## config.mk

```make
export PLATFORM = sky130hd
export DESIGN_NAME = exe_stage
export DESIGN_NICKNAME = d
export VERILOG_FILES = /design/src/rtl/exe_stage.sv
export SDC_FILE = /design/constraint.sdc
export NUM_CORES = 1
export LEC_CHECK = 0
export ABC_AREA = 1
export CELL_PAD_IN_SITES_DETAIL_PLACEMENT = 0
export CELL_PAD_IN_SITES_GLOBAL_PLACEMENT = 2
export CORE_MARGIN = 2
export CORE_UTILIZATION = 28
export DETAILED_ROUTE_END_ITERATION = 8
export PLACE_DENSITY = 0.79
export SLEW_MARGIN = 25
export SYNTH_ARGS = -nofsm -noshare
export SYNTH_HDL_FRONTEND = slang
export SYNTH_SLANG_ARGS = --single-unit
export TNS_END_PERCENT = 1
```

## constraint.sdc

```tcl
create_clock -name clk -period 4.15 [get_ports clk]
set_input_delay 0.83 -clock clk [delete_from_list [all_inputs] [get_ports clk]]
set_output_delay 0.83 -clock clk [all_outputs]
set_load 0.02 [all_outputs]
```

## src/rtl/exe_stage.sv

```systemverilog
// ---------------------------------------------------------------------------
// exe_stage : execute stage of the in-order pipeline.
//
// Latches one issued instruction from the decode/issue stage, evaluates the
// one-hot ALU operation on it, and (for loads/stores) drives a single
// data-RAM request through a req/addr_ok handshake. The instruction is held
// until its request has been accepted and MEM can take it, then the result is
// handed to MEM. The stage also reports its destination register and result
// back to issue for bypassing / wake-up.
//
// Ports
//   clk                in   clock
//   reset              in   asynchronous reset, active low (0 = reset)
//   ID_to_EXE_bus      in   153b {stage_valid[2:0], rf_w_en, rf_w_data_sel,
//                           ram_wd, ram_we, ram_en, ram_wdata[31:0],
//                           w_addr[4:0], alu_op[11:0], src2[31:0],
//                           src1[31:0], inst_PC[31:0]}
//   ID_to_EXE_valid    in   issue bus valid
//   EXE_allow_in       out  stage can accept a new instruction this cycle
//   MEM_allow_in       in   MEM stage can accept
//   EXE_to_MEM_valid   out  EXE_to_MEM_bus valid
//   EXE_to_MEM_bus     out  74b {stage_valid[2:0], rf_w_en, rf_w_data_sel,
//                           w_addr[4:0], alu_result[31:0], inst_PC[31:0]}
//   EXE_to_BY_bus      out  40b {w_addr[4:0], alu_result[31:0], data_valid,
//                           EXE_valid, rf_w_en}
//   data_sram_req      out  memory request
//   data_sram_wr       out  1 = store
//   data_sram_wstrb    out  byte strobes
//   data_sram_addr     out  request address (= alu_result)
//   data_sram_wdata    out  store data
//   data_sram_addr_ok  in   request accepted this cycle
// ---------------------------------------------------------------------------
module exe_stage #(
    parameter int ID_TO_EXE_BUS_WD  = 153,
    parameter int EXE_TO_MEM_BUS_WD = 74,
    parameter int EXE_TO_BY_BUS_WD  = 40
) (
    input  logic                         clk,
    input  logic                         reset,
    input  logic [ID_TO_EXE_BUS_WD-1:0]  ID_to_EXE_bus,
    input  logic                         ID_to_EXE_valid,
    output logic                         EXE_allow_in,
    input  logic                         MEM_allow_in,
    output logic                         EXE_to_MEM_valid,
    output logic [EXE_TO_MEM_BUS_WD-1:0] EXE_to_MEM_bus,
    output logic [EXE_TO_BY_BUS_WD-1:0]  EXE_to_BY_bus,
    output logic                         data_sram_req,
    output logic                         data_sram_wr,
    output logic [3:0]                   data_sram_wstrb,
    output logic [31:0]                  data_sram_addr,
    output logic [31:0]                  data_sram_wdata,
    input  logic                         data_sram_addr_ok
);

    // Bit position of ram_en inside the incoming issue bus; needed before the
    // instruction is latched so the FSM can go straight to REQ.
    localparam int IN_RAM_EN_BIT = 145;

    // One-hot ALU operation bit assignments.
    localparam int OP_ADD  = 0;
    localparam int OP_SUB  = 1;
    localparam int OP_SLT  = 2;
    localparam int OP_SLTU = 3;
    localparam int OP_AND  = 4;
    localparam int OP_NOR  = 5;
    localparam int OP_OR   = 6;
    localparam int OP_XOR  = 7;
    localparam int OP_SLL  = 8;
    localparam int OP_SRL  = 9;
    localparam int OP_SRA  = 10;
    localparam int OP_LUI  = 11;

    typedef enum logic [1:0] {
        S_IDLE = 2'd0,
        S_REQ  = 2'd1,
        S_DONE = 2'd2
    } state_t;

    // -----------------------------------------------------------------------
    // Stage registers
    // -----------------------------------------------------------------------
    logic                        exe_valid_q;
    logic                        exe_valid_d;
    logic [ID_TO_EXE_BUS_WD-1:0] bus_q;
    logic [ID_TO_EXE_BUS_WD-1:0] bus_d;
    state_t                      state_q;
    state_t                      state_d;

    // Decoded fields of the latched instruction.
    logic [2:0]  stage_valid;
    logic        rf_w_en;
    logic        rf_w_data_sel;
    logic        ram_wd;
    logic        ram_we;
    logic        ram_en;
    logic [31:0] ram_wdata;
    logic [4:0]  w_addr;
    logic [11:0] alu_op;
    logic [31:0] src2;
    logic [31:0] src1;
    logic [31:0] inst_pc;

    assign {stage_valid, rf_w_en, rf_w_data_sel, ram_wd, ram_we, ram_en,
            ram_wdata, w_addr, alu_op, src2, src1, inst_pc} = bus_q;

    // ram_wd is carried on the issue bus but has no consumer in this stage.
    logic unused_ram_wd;
    assign unused_ram_wd = ram_wd;

    // Handshake / control terms.
    logic ready_go;
    logic in_mem_op;
    logic is_req;
    logic is_done;

    // -----------------------------------------------------------------------
    // ALU
    // -----------------------------------------------------------------------
    logic signed [31:0] src1_s;
    logic signed [31:0] src2_s;
    logic [4:0]         shamt;
    logic [31:0]        add_res;
    logic [31:0]        sub_res;
    logic [31:0]        slt_res;
    logic [31:0]        sltu_res;
    logic [31:0]        sll_res;
    logic [31:0]        srl_res;
    logic [31:0]        sra_res;
    logic [31:0]        alu_result;

    assign src1_s = src1;
    assign src2_s = src2;
    // Shifts take the value from src2 and the amount from src1.
    assign shamt  = src1[4:0];

    always_comb begin
        add_res  = src1 + src2;
        sub_res  = src1 - src2;
        slt_res  = {31'd0, (src1_s < src2_s)};
        sltu_res = {31'd0, (src1 < src2)};
        sll_res  = src2 << shamt;
        srl_res  = src2 >> shamt;
        sra_res  = src2_s >>> shamt;
    end

    // AND-OR select: an all-zero alu_op naturally yields zero.
    always_comb begin
        alu_result = 32'd0;
        alu_result = alu_result | ({32{alu_op[OP_ADD]}}  & add_res);
        alu_result = alu_result | ({32{alu_op[OP_SUB]}}  & sub_res);
        alu_result = alu_result | ({32{alu_op[OP_SLT]}}  & slt_res);
        alu_result = alu_result | ({32{alu_op[OP_SLTU]}} & sltu_res);
        alu_result = alu_result | ({32{alu_op[OP_AND]}}  & (src1 & src2));
        alu_result = alu_result | ({32{alu_op[OP_NOR]}}  & ~(src1 | src2));
        alu_result = alu_result | ({32{alu_op[OP_OR]}}   & (src1 | src2));
        alu_result = alu_result | ({32{alu_op[OP_XOR]}}  & (src1 ^ src2));
        alu_result = alu_result | ({32{alu_op[OP_SLL]}}  & sll_res);
        alu_result = alu_result | ({32{alu_op[OP_SRL]}}  & srl_res);
        alu_result = alu_result | ({32{alu_op[OP_SRA]}}  & sra_res);
        alu_result = alu_result | ({32{alu_op[OP_LUI]}}  & src2);
    end

    // -----------------------------------------------------------------------
    // Pipeline handshake
    // -----------------------------------------------------------------------
    assign is_req  = (state_q == S_REQ);
    assign is_done = (state_q == S_DONE);

    // A memory op is finished once its request has been accepted, either in
    // this cycle (REQ with addr_ok) or earlier (DONE).
    assign ready_go     = ~ram_en | (is_req & data_sram_addr_ok) | is_done;
    assign EXE_allow_in = ~exe_valid_q | (ready_go & MEM_allow_in);

    assign in_mem_op = ID_to_EXE_valid & ID_to_EXE_bus[IN_RAM_EN_BIT];

    always_comb begin
        exe_valid_d = exe_valid_q;
        bus_d       = bus_q;
        if (EXE_allow_in) begin
            exe_valid_d = ID_to_EXE_valid;
            // Keep the old contents on a bubble so outputs stay quiet.
            if (ID_to_EXE_valid) begin
                bus_d = ID_to_EXE_bus;
            end
        end
    end

    always_ff @(posedge clk or negedge reset) begin
        if (!reset) begin
            exe_valid_q <= 1'b0;
            bus_q       <= '0;
        end else begin
            exe_valid_q <= exe_valid_d;
            bus_q       <= bus_d;
        end
    end

    // -----------------------------------------------------------------------
    // Memory-request FSM: state register
    // -----------------------------------------------------------------------
    always_ff @(posedge clk or negedge reset) begin
        if (!reset) begin
            state_q <= S_IDLE;
        end else begin
            state_q <= state_d;
        end
    end

    // -----------------------------------------------------------------------
    // Memory-request FSM: next state
    // -----------------------------------------------------------------------
    always_comb begin
        state_d = state_q;
        if (EXE_allow_in) begin
            // Any accept edge (including the hand-off edge of a finished
            // memory op) starts the next instruction afresh; a bubble or a
            // non-memory op parks the FSM in IDLE.
            state_d = in_mem_op ? S_REQ : S_IDLE;
        end else begin
            case (state_q)
                S_REQ: begin
                    // Accepted but MEM is stalled: remember the acceptance so
                    // the request is never repeated for this instruction.
                    if (data_sram_addr_ok) begin
                        state_d = S_DONE;
                    end
                end
                S_DONE:  state_d = S_DONE;
                default: state_d = S_IDLE;
            endcase
        end
    end

    // -----------------------------------------------------------------------
    // Memory-request FSM: outputs
    // -----------------------------------------------------------------------
    always_comb begin
        data_sram_req   = exe_valid_q & ram_en & is_req;
        data_sram_wr    = ram_we;
        data_sram_wstrb = ram_we ? 4'hF : 4'h0;
        // The request fields come straight from the held instruction, so they
        // stay stable for as long as the request waits for addr_ok.
        data_sram_addr  = alu_result;
        data_sram_wdata = ram_wdata;
    end

    // -----------------------------------------------------------------------
    // Downstream and bypass buses
    // -----------------------------------------------------------------------
    logic data_valid;

    // Only results marked final in EXE may be forwarded; loads report 0 so
    // that issue stalls their consumers.
    assign data_valid = stage_valid[0];

    assign EXE_to_MEM_valid = exe_valid_q & ready_go;
    assign EXE_to_MEM_bus   = {stage_valid, rf_w_en, rf_w_data_sel, w_addr,
                               alu_result, inst_pc};
    assign EXE_to_BY_bus    = {w_addr, alu_result, data_valid, exe_valid_q,
                               rf_w_en};

endmodule

```

==> metrics.cfg, run 1 <==
[placed_design]
place_ws_ns = 0.06569
place.detailed.hpwl_um = 68970
port_buffers = 342
place.gp.congestion = 0.9575

[worst_setup_path]
crit_type = reg2out
required_ns = 3.32
timing.critical_path.from = bus_q[32]$_DFFE_PN0P_
r2r-start = state_q[1]$_DFFE_PN0P_
critical_path_arrival_ns = 3.25
crit_fanout = 31
crit_path_end_kind = output port
startpoint_type = flip-flop

[route]
avgRoutedWirePerCell_um = 21.14
wirelength_um = 84870
num_vias = 19997
final_antenna_net_count = 0
first_iter_violations = 1773
drc = 0
vias_per_cell = 4.982
drtPass1Iterations = 6

[status]
outcome = finished clean

[clock_tree]
htreeDepth = 4
worstSkewPairLatency_ns = 0.49
clk_pin_slew_worst_paths_ns = 0.08
numCtsBuffers = 17
clock_path_buffers = 2
cts_root_buf = clkbuf_16
cts_tree = done
cts.sinks = 155

[yosys]
syn_area_per_cell_sq_um = 5.940
ys_seq_area_share_pct = 22.17
synth_area_leaders = nand2_1, dfrtp_1, nand3_1, buf_4, ha_1
async_reset_ff_share_pct = 100.0
netlist_instances = 2945
ys_ff_latch = 155
synth_top_cell_area_share_pct = 22.70
synth_ff_type = dfrtp_1
syn_nets = 3203
yosysWarnings = 0
synth_top_cell_by_area = nand2_1
syn_area_sq_mm = 0.01749
synth_edf_count = 0
synth_cell_types = 50

[floorplan]
die_h_um = 254.0
die_width_um = 254.0
rows = 91
start_util_pct = 28.35
core_sq_mm = 0.06171
dieArea_sq_mm = 0.06450
io_pins = 344

[sta]
drv_slew = 0
hold_viol = 0
skew_ns = 0.02603
fin_crit_sh_pct = 98.21
grt_setup_unrepaired = true
fmax_mhz = 245.4
worst_pin_slew_ns = 1.088
fin_ws_ns = 0.07434
period_needed_ns = 4.076
setup_violations = 0
worst_slew_margin_rel_pct = 27.47

[cells_and_area]
drive_gt1_share_pct = 9.411
insertedDiodeCount = 0
syn2layout_area_growth_pct = 25.02
finalNetCount = 3422

[job]
drv_cap = 0

[grt]
overflow = 0
grt_usage_pct = 25.75
antenna_found_initial = 3
grt_max_degree = 139
grt_pass1_vias = 18801
grt_pass1_wl_um = 122300

[worst_hold_path]
hold_class = in2async

[power]
vdd_drop_max_v = 0.0003387
power_density_mw_per_mm2 = 888.2
leakage_nw = 11.14
total_power_mw = 19.43

-- logic make-up (layout without fill, tap and decap cells) --
kind of cell,count (synthesis),after routing,synth area share (%)
AO/OA/AOI/OAI,280,280,9.055
adder cells (fa/ha/maj),100,100,7.238
buffers and inverters,616,848,17.77
flip-flops,155,155,22.17
AND/OR/NAND/NOR,1794,1794,43.77
-- critical path: stages (launching register included) --
cell             delay [ns]
dfrtp_1                0.44
buf_4                  0.18
buf_8                  0.21
nand2_1                0.15
nand3_1                0.15
nand3_1                0.11
nand3_1                0.18
o21ai_1                0.18
o21ai_0                0.19
nor2_1                 0.07
buf_4                  0.16
nand3_1                0.11
clkdlybuf4s50_1        0.62
-- registers in the layout, indices dropped and copies added, names as in the netlist --
name         flops
state_q          2
exe_valid_q      1
bus_q          152
-- power by group --
part / total [mW] / switching, mW / internal, mW / leakage, nW
clock: 1.60 / 0.802 / 0.802 / 0.281
combinational: 15.4 / 10.2 / 5.13 / 8.95
sequential: 2.46 / 0.454 / 2.00 / 1.91
-- per-stage QoR --
| step | std cells | setup TNS, ns | hold WS, ns | cell area (sq um) | utilization, % |
|---|---|---|---|---|---|
| 2_1_floorplan | 2945 | 0 | 0.4425 | 17490 | - |
| 3_3_place_gp | 3982 | 0 | 0.4525 | 21320 | 34.55 |
| 3_5_place_dp | 3982 | 0 | 0.4574 | 21320 | 34.55 |
| 4_1_cts | 4014 | -0.05189 | 0.4024 | 21890 | 35.47 |
| 5_1_grt | 4014 | -0.9623 | 0.4191 | 21870 | 35.44 |
| 6_report | 4014 | 0 | 0.3590 | 21870 | 35.44 |
-- worst paths after layout --
path / to / slack [ns] / depth (start not counted)
max: EXE_to_BY_bus[18] / 0.07 / 12
min: bus_q[31]$_DFFE_PN0P_ / 0.36 / 1
max reg2reg: bus_q[83]$_DFFE_PN0P_ / 1.89 / 9
min reg2reg: bus_q[12]$_DFFE_PN0P_ / 0.47 / 2
max in group asynchronous: bus_q[3]$_DFFE_PN0P_ / 2.82 / 2
min in group clk: bus_q[12]$_DFFE_PN0P_ / 0.47 / 2
-- repair_timing --
action,4_1_cts,5_1_grt
buffers inserted,0,0
pin swaps,1,1
gates resized for setup,97,104
hold buffers,0,0
endpoints found under the setup margin,96,80
-- cells in the final DEF (no fill, tap or decap), types with 4 or more instances in the layout --
| master | netlist | routed |
|---|---|---|
| clkdlybuf4s50_1 | 0 | 249 |
| nor4_1 | 5 | 5 |
| nand4_1 | 31 | 31 |
| clkbuf_2 | 1 | 32 |
| o21ai_0 | 125 | 122 |
| nor3_1 | 22 | 19 |
| o221ai_1 | 6 | 6 |
| a211oi_1 | 7 | 7 |
| dfrtp_1 | 155 | 151 |
| and2_1 | 11 | 11 |
| buf_4 | 172 | 137 |
| a221oi_1 | 4 | 4 |
| clkbuf_16 | 0 | 17 |
| o21ai_1 | 13 | 16 |
| buf_12 | 1 | 10 |
| inv_1 | 314 | 314 |
| o21bai_1 | 7 | 7 |
| dlygate4sd2_1 | 0 | 34 |
| dlymetal6s2s_1 | 0 | 19 |
| clkdlybuf4s15_1 | 0 | 7 |
| a21oi_1 | 71 | 71 |
| nor2_1 | 162 | 155 |
| dfrtp_2 | 0 | 4 |
| o2111ai_1 | 5 | 5 |
| nand2_1 | 1058 | 1054 |
| ha_1 | 98 | 91 |
| nor3_2 | 1 | 4 |
| inv_2 | 7 | 7 |
| o22ai_1 | 12 | 12 |
| nand3b_1 | 4 | 4 |
| nand3_1 | 452 | 447 |
| nand2_2 | 20 | 24 |
| nand3_2 | 5 | 10 |
| nor2_2 | 6 | 12 |
| inv_6 | 1 | 6 |
| ha_2 | 0 | 6 |
| nand2_4 | 8 | 8 |
| o211ai_1 | 22 | 22 |
-- cells in the mapped netlist, types with 4 or more instances --
master and number:
nand2_1 1058, nand3_1 452, inv_1 314, buf_4 172
nor2_1 162, dfrtp_1 155, o21ai_0 125, ha_1 98
a21oi_1 71, buf_2 66, clkbuf_1 43, nand4_1 31
nor3_1 22, o211ai_1 22, nand2_2 20, o21ai_1 13
o22ai_1 12, and2_1 11, nand2_4 8, a211oi_1 7
inv_2 7, o21bai_1 7, buf_6 6, nor2_2 6
o221ai_1 6, nand3_2 5, nor4_1 5, o2111ai_1 5
a221oi_1 4, nand3b_1 4
-- area by class of cell --
type	instances	area, sq um
Clock buffer	18	429.2
Clock inverter	14	151.4
Fill cell	7023	39840
Inverter	325	1225
Multi-Input combinational cell	2174	10610
Sequential cell	155	3884
Tap cell	837	1047
Timing Repair Buffer	491	4524
-- layer usage --
layer / up-vias / wire length, um / global-route usage (%)
li1: 9697 / - / -
met1: 9366 / 38130 / 34.75
met2: 816 / 38090 / 41.00
met3: 114 / 5425 / 4.343
met4: 4 / 3202 / 9.664
met5: - / 27 / 0
Note: power is estimated with default switching activity, not from simulation.
==> run 2: changes to the inputs <==
--- a/config.mk
+++ b/config.mk
@@ -11,6 +11,7 @@
 export CORE_MARGIN = 2
 export CORE_UTILIZATION = 28
 export DETAILED_ROUTE_END_ITERATION = 8
+export GPL_TIMING_DRIVEN = 0
 export PLACE_DENSITY = 0.79
 export SLEW_MARGIN = 25
 export SYNTH_ARGS = -nofsm -noshare
==> constraint.sdc (replaced) <==
create_clock -name clk -period 4.15 [get_ports clk]
set_input_delay 1.245 -clock clk [delete_from_list [all_inputs] [get_ports clk]]
set_output_delay 1.245 -clock clk [all_outputs]
set_load 0.02 [all_outputs]
==> metrics.cfg, run 2 (synthesis results as in run 1) <==
[cells_and_area]
largest_register_ffs = 152  ; unchanged
finalNetCount = 3633  ; was 3,422
largest-register = bus_q  ; unchanged
nFillCells = 6846  ; was 7,023
reg.largest.list = bus_q: 152 flops, state_q: 2 flops, exe_valid_q: 1 flops  ; unchanged
final_cell_mix = nand2_1, nand3_1, inv_1  ; unchanged
final_common_cell = nand2_1  ; unchanged
drive_gt1_share_pct = 22.93  ; was 9.411%
insertedDiodeCount = 0  ; unchanged
instances_no_fill = 4225  ; was 4,014
syn2layout_area_growth_pct = 39.67  ; was 25.02%

[worst_setup_path]
required_ns = 2.90  ; was 3.32 ns
crit_type = reg2out  ; unchanged
crit_path_end_kind = output port  ; unchanged
startpoint_type = flip-flop  ; unchanged
crit_fanout = 10  ; was 31
critical_path_arrival_ns = 3.28  ; was 3.25 ns

[route]
wl_met2_um = 45560  ; was 38,090 um
avgRoutedWirePerCell_um = 24.45  ; was 21.14 um
final_antenna_net_count = 0  ; unchanged
num_vias = 21580  ; was 19,997
drtPass1Iterations = 6  ; unchanged
drc = 0  ; unchanged
m1WireLength_um = 45160  ; was 38,130 um
highest_layer = met5  ; unchanged
vias_per_cell = 5.108  ; was 4.982
first_iter_violations = 1973  ; was 1,773
wirelength_um = 103300  ; was 84,870 um
wl_met3_um = 8284  ; was 5425 um

[job]
drv_cap = 0  ; unchanged

[floorplan]
die_width_um = 254.0  ; unchanged
core_sq_mm = 0.06171  ; unchanged
dieArea_sq_mm = 0.06450  ; unchanged
start_util_pct = 28.35  ; unchanged
die_h_um = 254.0  ; unchanged
io_pins = 344  ; unchanged
rows = 91  ; unchanged

[placed_design]
place.gp.congestion = 0.9864  ; was 0.9575
port_buffers = 342  ; unchanged
place_ws_ns = -1.373  ; was 0.06569 ns
place_inst = 4125  ; was 3,982
place.detailed.hpwl_um = 83920  ; was 68,970 um

[sta]
hold_viol = 0  ; unchanged
worst_pin_slew_ns = 0.9471  ; was 1.088 ns
final.setup.tns_ns = -12.58  ; was 0 ns
skew_ns = 0.02217  ; was 0.02603 ns
grt_setup_unrepaired = true  ; unchanged
fin_ws_ns = -0.3737  ; was 0.07434 ns
worst_slew_margin_rel_pct = 36.86  ; was 27.47%
finalHoldWorstSlack_ns = 0.4744  ; was 0.3590 ns
drv_slew = 0  ; unchanged
fmax_mhz = 221.1  ; was 245.4 MHz
period_needed_ns = 4.524  ; was 4.076 ns
setup_violations = 82  ; was 0
fin_crit_sh_pct = 109.0  ; was 98.21%

[worst_hold_path]
hold_class = reg2reg  ; was in2async

[clock_tree]
cts.sinks = 155  ; unchanged
worstSkewPairLatency_ns = 0.49  ; about the same
cts_root_buf = clkbuf_16  ; unchanged
htreeDepth = 4  ; unchanged
clock_path_buffers = 2  ; unchanged
cts_tree = done  ; unchanged
clk_pin_slew_worst_paths_ns = 0.08  ; about the same
numCtsBuffers = 17  ; unchanged
holdBufCountCts = 0  ; unchanged

[power]
total_power_mw = 22.97  ; was 19.43 mW
vdd_drop_max_v = 0.0004134  ; was 0.0003387 V
leakage_nw = 12.28  ; was 11.14 nW
power_density_mw_per_mm2 = 940.2  ; was 888.2 mW/mm^2

[grt]
grt_pass1_wl_um = 144900  ; was 122,300 um
antenna_found_initial = 4  ; was 3
grt_max_degree = 85  ; was 139
grt_pass1_vias = 20246  ; was 18,801
overflow = 0  ; unchanged
grt_usage_pct = 31.38  ; was 25.75%

[status]
outcome = finished, violations left  ; was finished clean
violations = negative setup slack

run 2: repair_timing:
| item | in CTS | in global routing |
|---|---|---|
| pin swaps | 63 | 47 |
| resized for setup | 614 | 197 |
| endpoints found under the setup margin | 96 | 96 |
| buffers inserted | 45 | 24 |
run 2: worst paths after layout:
path | end | slack, ns | from | cells past startpoint
worst max-delay path | EXE_to_MEM_bus[45] | -0.37 | bus_q[33]$_DFFE_PN0P_ | 17
worst min-delay path | bus_q[20]$_DFFE_PN0P_ | 0.47 | bus_q[20]$_DFFE_PN0P_ | 2
worst max register to register | bus_q[64]$_DFFE_PN0P_ | 1.33 | state_q[1]$_DFFE_PN0P_ | 10
worst min register to register | bus_q[20]$_DFFE_PN0P_ | 0.47 | bus_q[20]$_DFFE_PN0P_ | 2
max in group asynchronous | bus_q[33]$_DFFE_PN0P_ | 2.46 | reset | 2
min in group asynchronous | bus_q[30]$_DFFE_PN0P_ | 0.75 | reset | 1
run 2: per-stage QoR:
step	cell area, sq um	utilization (%)
2_1_floorplan	17490	-
3_3_place_gp	21960	35.59
3_5_place_dp	22000	35.65
4_1_cts	23710	38.43
5_1_grt	24430	39.59
6_report	24430	39.59
run 2: final cells by class:
| class | instances | area (sq um) | area share [%] |
|---|---|---|---|
| Buffer | 290 | 2095 | 8.572 |
| Clock buffer | 17 | 425.4 | 1.741 |
| Clock inverter | 15 | 197.7 | 0.8091 |
| Inverter | 325 | 1252 | 5.126 |
| Multi-Input combinational cell | 2174 | 11690 | 47.85 |
| Sequential cell | 155 | 3915 | 16.02 |
| Tap cell | 837 | 1047 | 4.286 |
| Timing Repair Buffer | 412 | 3810 | 15.59 |
run 2: critical path: stages (launching register included):
cell,delay (ns)
dfrtp_2,0.38
buf_6,0.12
inv_2,0.06
buf_12,0.15
buf_12,0.15
ha_4,0.35
nand2_4,0.07
nand2_4,0.10
nand3b_1,0.13
nand2_2,0.13
nand2_4,0.08
nand2_4,0.13
nand2_2,0.06
nand3_2,0.10
nand4_1,0.28
buf_4,0.24
buf_4,0.12
buf_2,0.15
run 2: per-layer routing:
| layer | GRT usage (%) | up-vias |
|---|---|---|
| li1 | - | 10134 |
| met1 | 42.73 | 10235 |
| met2 | 49.12 | 1050 |
| met3 | 5.603 | 155 |
| met4 | 12.02 | 6 |
| met5 | 0 | - |
run 2: power breakdown:
group          switching (mW)  leakage [nW]  total, mW  internal, mW
clock network           0.880         0.296       1.70         0.823
logic                    12.0          10.1       18.7          6.70
registers               0.527          1.88       2.54          2.02
total                    13.4          12.3       23.0          9.54
==> run 3: changes to the inputs <==
--- a/config.mk
+++ b/config.mk
@@ -13,7 +13,7 @@
 export DETAILED_ROUTE_END_ITERATION = 8
 export GPL_TIMING_DRIVEN = 0
 export PLACE_DENSITY = 0.79
-export SLEW_MARGIN = 25
+export SLEW_MARGIN = 15
 export SYNTH_ARGS = -nofsm -noshare
 export SYNTH_HDL_FRONTEND = slang
 export SYNTH_SLANG_ARGS = --single-unit
==> metrics.cfg, run 3 (synthesis results as in run 1) <==
[grt]
overflow = 0  ; unchanged
grt_pass1_vias = 20268  ; was 20,246
use_met1_pct = 43.03  ; was 42.73%
met2_usage_pct = 49.33  ; was 49.12%
grt_usage_pct = 31.42  ; was 31.38%
grt_max_degree = 84  ; was 85
antenna_found_initial = 3  ; was 4
grt_pass1_wl_um = 145300  ; was 144,900 um
top_usage_layer = met2  ; unchanged
use_met3_pct = 5.183  ; was 5.603%

[sta]
drv_slew = 0  ; unchanged
skew_ns = 0.02018  ; was 0.02217 ns
hold_viol = 0  ; unchanged
fin_crit_sh_pct = 108.6  ; was 109.0%
grt_setup_unrepaired = true  ; unchanged
final.setup.tns_ns = -16.36  ; was -12.58 ns
period_needed_ns = 4.506  ; was 4.524 ns
worst_slew_margin_rel_pct = 36.49  ; was 36.86%
fin_ws_ns = -0.3557  ; was -0.3737 ns
setup_violations = 92  ; was 82
worst_pin_slew_ns = 0.9527  ; was 0.9471 ns
fmax_mhz = 221.9  ; was 221.1 MHz

[cells_and_area]
final_cell_area_sq_mm = 0.02427  ; was 0.02443 sq mm
reg.largest.list = bus_q: 152 flops, state_q: 2 flops, exe_valid_q: 1 flops  ; unchanged
final_cell_mix = nand2_1, nand3_1, inv_1  ; unchanged
finalNetCount = 3628  ; was 3,633
largest-register = bus_q  ; unchanged
syn2layout_area_growth_pct = 38.72  ; was 39.67%
drive_gt1_share_pct = 22.41  ; was 22.93%
largest_register_ffs = 152  ; unchanged
insertedDiodeCount = 0  ; unchanged
final_common_cell = nand2_1  ; unchanged

[status]
outcome = finished, violations left  ; unchanged
violations = negative setup slack  ; unchanged

[power]
leakage_nw = 12.22  ; was 12.28 nW
vdd_drop_max_v = 0.0004424  ; was 0.0004134 V
p_int_mw = 9.488  ; was 9.543 mW
power.share.sequential_pct = 11.1  ; about the same
p_sw_share_pct = 58.44  ; was 58.46%
clkPwrFrac_pct = 7.3  ; was 7.4%
combPwrFrac_pct = 81.5  ; about the same
power.switching_mw = 13.34  ; was 13.43 mW
power_density_mw_per_mm2 = 940.8  ; was 940.2 mW/mm^2

[route]
wirelength_um = 102800  ; was 103,300 um
drc = 0  ; unchanged
vias_per_cell = 5.075  ; was 5.108
drtPass1Iterations = 5  ; was 6
final_antenna_net_count = 0  ; unchanged
first_iter_violations = 2151  ; was 1,973
num_vias = 21415  ; was 21,580
avgRoutedWirePerCell_um = 24.37  ; was 24.45 um

[worst_hold_path]
hold_class = reg2reg  ; unchanged

[placed_design]
place.gp.congestion = 0.9864  ; unchanged
port_buffers = 342  ; unchanged
place.detailed.hpwl_um = 83940  ; was 83,920 um
place_area_sq_mm = 0.02200  ; unchanged

[worst_setup_path]
slowest_stage = dfrtp_2  ; unchanged
required_ns = 2.90  ; about the same
crit_fanout = 10  ; unchanged
crit_type = reg2out  ; unchanged
startpoint_type = flip-flop  ; unchanged
path_cells = buf_6, inv_4, buf_12, buf_12, ha_4, nand2_4, nand2_4, nand3b_1, nand2_2, nand2_4, nand2_4, nand2_1, nand3_2, nand4_1, buf_4, buf_4, buf_4  ; was buf_6, inv_2, buf_12, buf_12, ha_4, nand2_4, nand2_4, nand3b_1, nand2_2, nand2_4, nand2_4, nand2_2, nand3_2, nand4_1, buf_4, buf_4, buf_2
path_common_cell = nand2_4  ; unchanged
crit_path_end_kind = output port  ; unchanged
critical_path_arrival_ns = 3.26  ; was 3.28 ns
max_stage_delay_ns = 0.38  ; about the same

[clock_tree]
cts_tree = done  ; unchanged
numCtsBuffers = 17  ; unchanged
htreeDepth = 4  ; unchanged
worstSkewPairLatency_ns = 0.50  ; was 0.49 ns
holdBufCountCts = 0  ; unchanged
cts_root_buf = clkbuf_16  ; unchanged
clk_pin_slew_worst_paths_ns = 0.08  ; about the same
clock_path_buffers = 2  ; unchanged
cts.sinks = 155  ; unchanged

[floorplan]
dieArea_sq_mm = 0.06450  ; unchanged
die_h_um = 254.0  ; unchanged
rows = 91  ; unchanged
io_pins = 344  ; unchanged
core_sq_mm = 0.06171  ; unchanged
die_width_um = 254.0  ; unchanged
start_util_pct = 28.35  ; unchanged

[job]
drv_cap = 0  ; unchanged

## run 3: cell types whose count changed in the layout (fill, tap and decap cells not counted), sizes merged
cell,before,now
buf,392,396
clkbuf,71,69
clkdlybuf4s15,7,2
clkinv,12,11
clkinvlp,4,6
dlygate4sd2,4,2
inv,324,323
## run 3: worst max-delay path: cells and delay by family (launching register included)
| family | cells | cell delay [ns] |
|---|---|---|
| adder cells (fa/ha/maj) | 1 | 0.36 |
| buffers and inverters | 7 | 0.96 |
| flip-flops | 1 | 0.38 |
| AND/OR/NAND/NOR | 9 | 1.03 |
## run 3: power by group through the flow
stage	combinational, mW	clock (mW)	sequential (mW)
6_report	18.6	1.67	2.54
4_1_cts	17.7	1.70	2.58
2_1_floorplan	9.84	0	2.34
3_3_place_gp	16.6	0	2.58
3_5_place_dp	16.6	0	2.59
5_1_grt	19.8	1.76	2.60
## run 3: final timing paths
kind                                         from  cells past startpoint                endpoint  slack, ns
max                         bus_q[33]$_DFFE_PN0P_                     17      EXE_to_MEM_bus[45]      -0.36
min                        bus_q[122]$_DFFE_PN0P_                      2  bus_q[122]$_DFFE_PN0P_       0.48
max reg2reg                state_q[1]$_DFFE_PN0P_                     10   bus_q[64]$_DFFE_PN0P_       1.31
min reg2reg                bus_q[122]$_DFFE_PN0P_                      2  bus_q[122]$_DFFE_PN0P_       0.48
max in group asynchronous                   reset                      2   bus_q[73]$_DFFE_PN0P_       2.46
min in group asynchronous                   reset                      1   bus_q[31]$_DFFE_PN0P_       0.71
## run 3: area by class of cell
cell class                      count  area (sq um)
Clock buffer                       17         425.4
Clock inverter                     15         192.7
Fill cell                        6923         37440
Tap cell                          837          1047
Inverter                          325          1265
Sequential cell                   155          3915
Timing Repair Buffer              407          3764
Buffer                            290          2081
Multi-Input combinational cell   2174         11580
## run 3: metrics by stage
| step | worst slack [ns] | instances | utilization, % | hold WS [ns] | total power [mW] |
|---|---|---|---|---|---|
| 4_1_cts | -0.3620 | 4197 | 38.43 | 0.4791 | 21.95 |
| 3_5_place_dp | -1.368 | 4125 | 35.65 | 0.4595 | 19.22 |
| 6_report | -0.3557 | 4220 | 39.33 | 0.4751 | 22.83 |
| 5_1_grt | -0.3929 | 4220 | 39.33 | 0.4963 | 24.14 |
| 2_1_floorplan | 0.2884 | 2945 | - | 0.4425 | 12.18 |
| 3_3_place_gp | -5.230 | 4124 | 35.59 | 0.4549 | 19.22 |
## run 3: routing by layer
layer / part of all wire, % / vias up / routed length (um)
met5: 0.040 / - / 41
met4: 3.9 / 6 / 4033
met3: 7.6 / 136 / 7773
met2: 44 / 993 / 45540
met1: 44 / 10151 / 45440
li1: - / 10129 / -
## run 3: timing repair
item,CTS,global route
buffers inserted,40,24
pin swaps,61,49
endpoints found under the setup margin,96,96
resized for setup,648,151
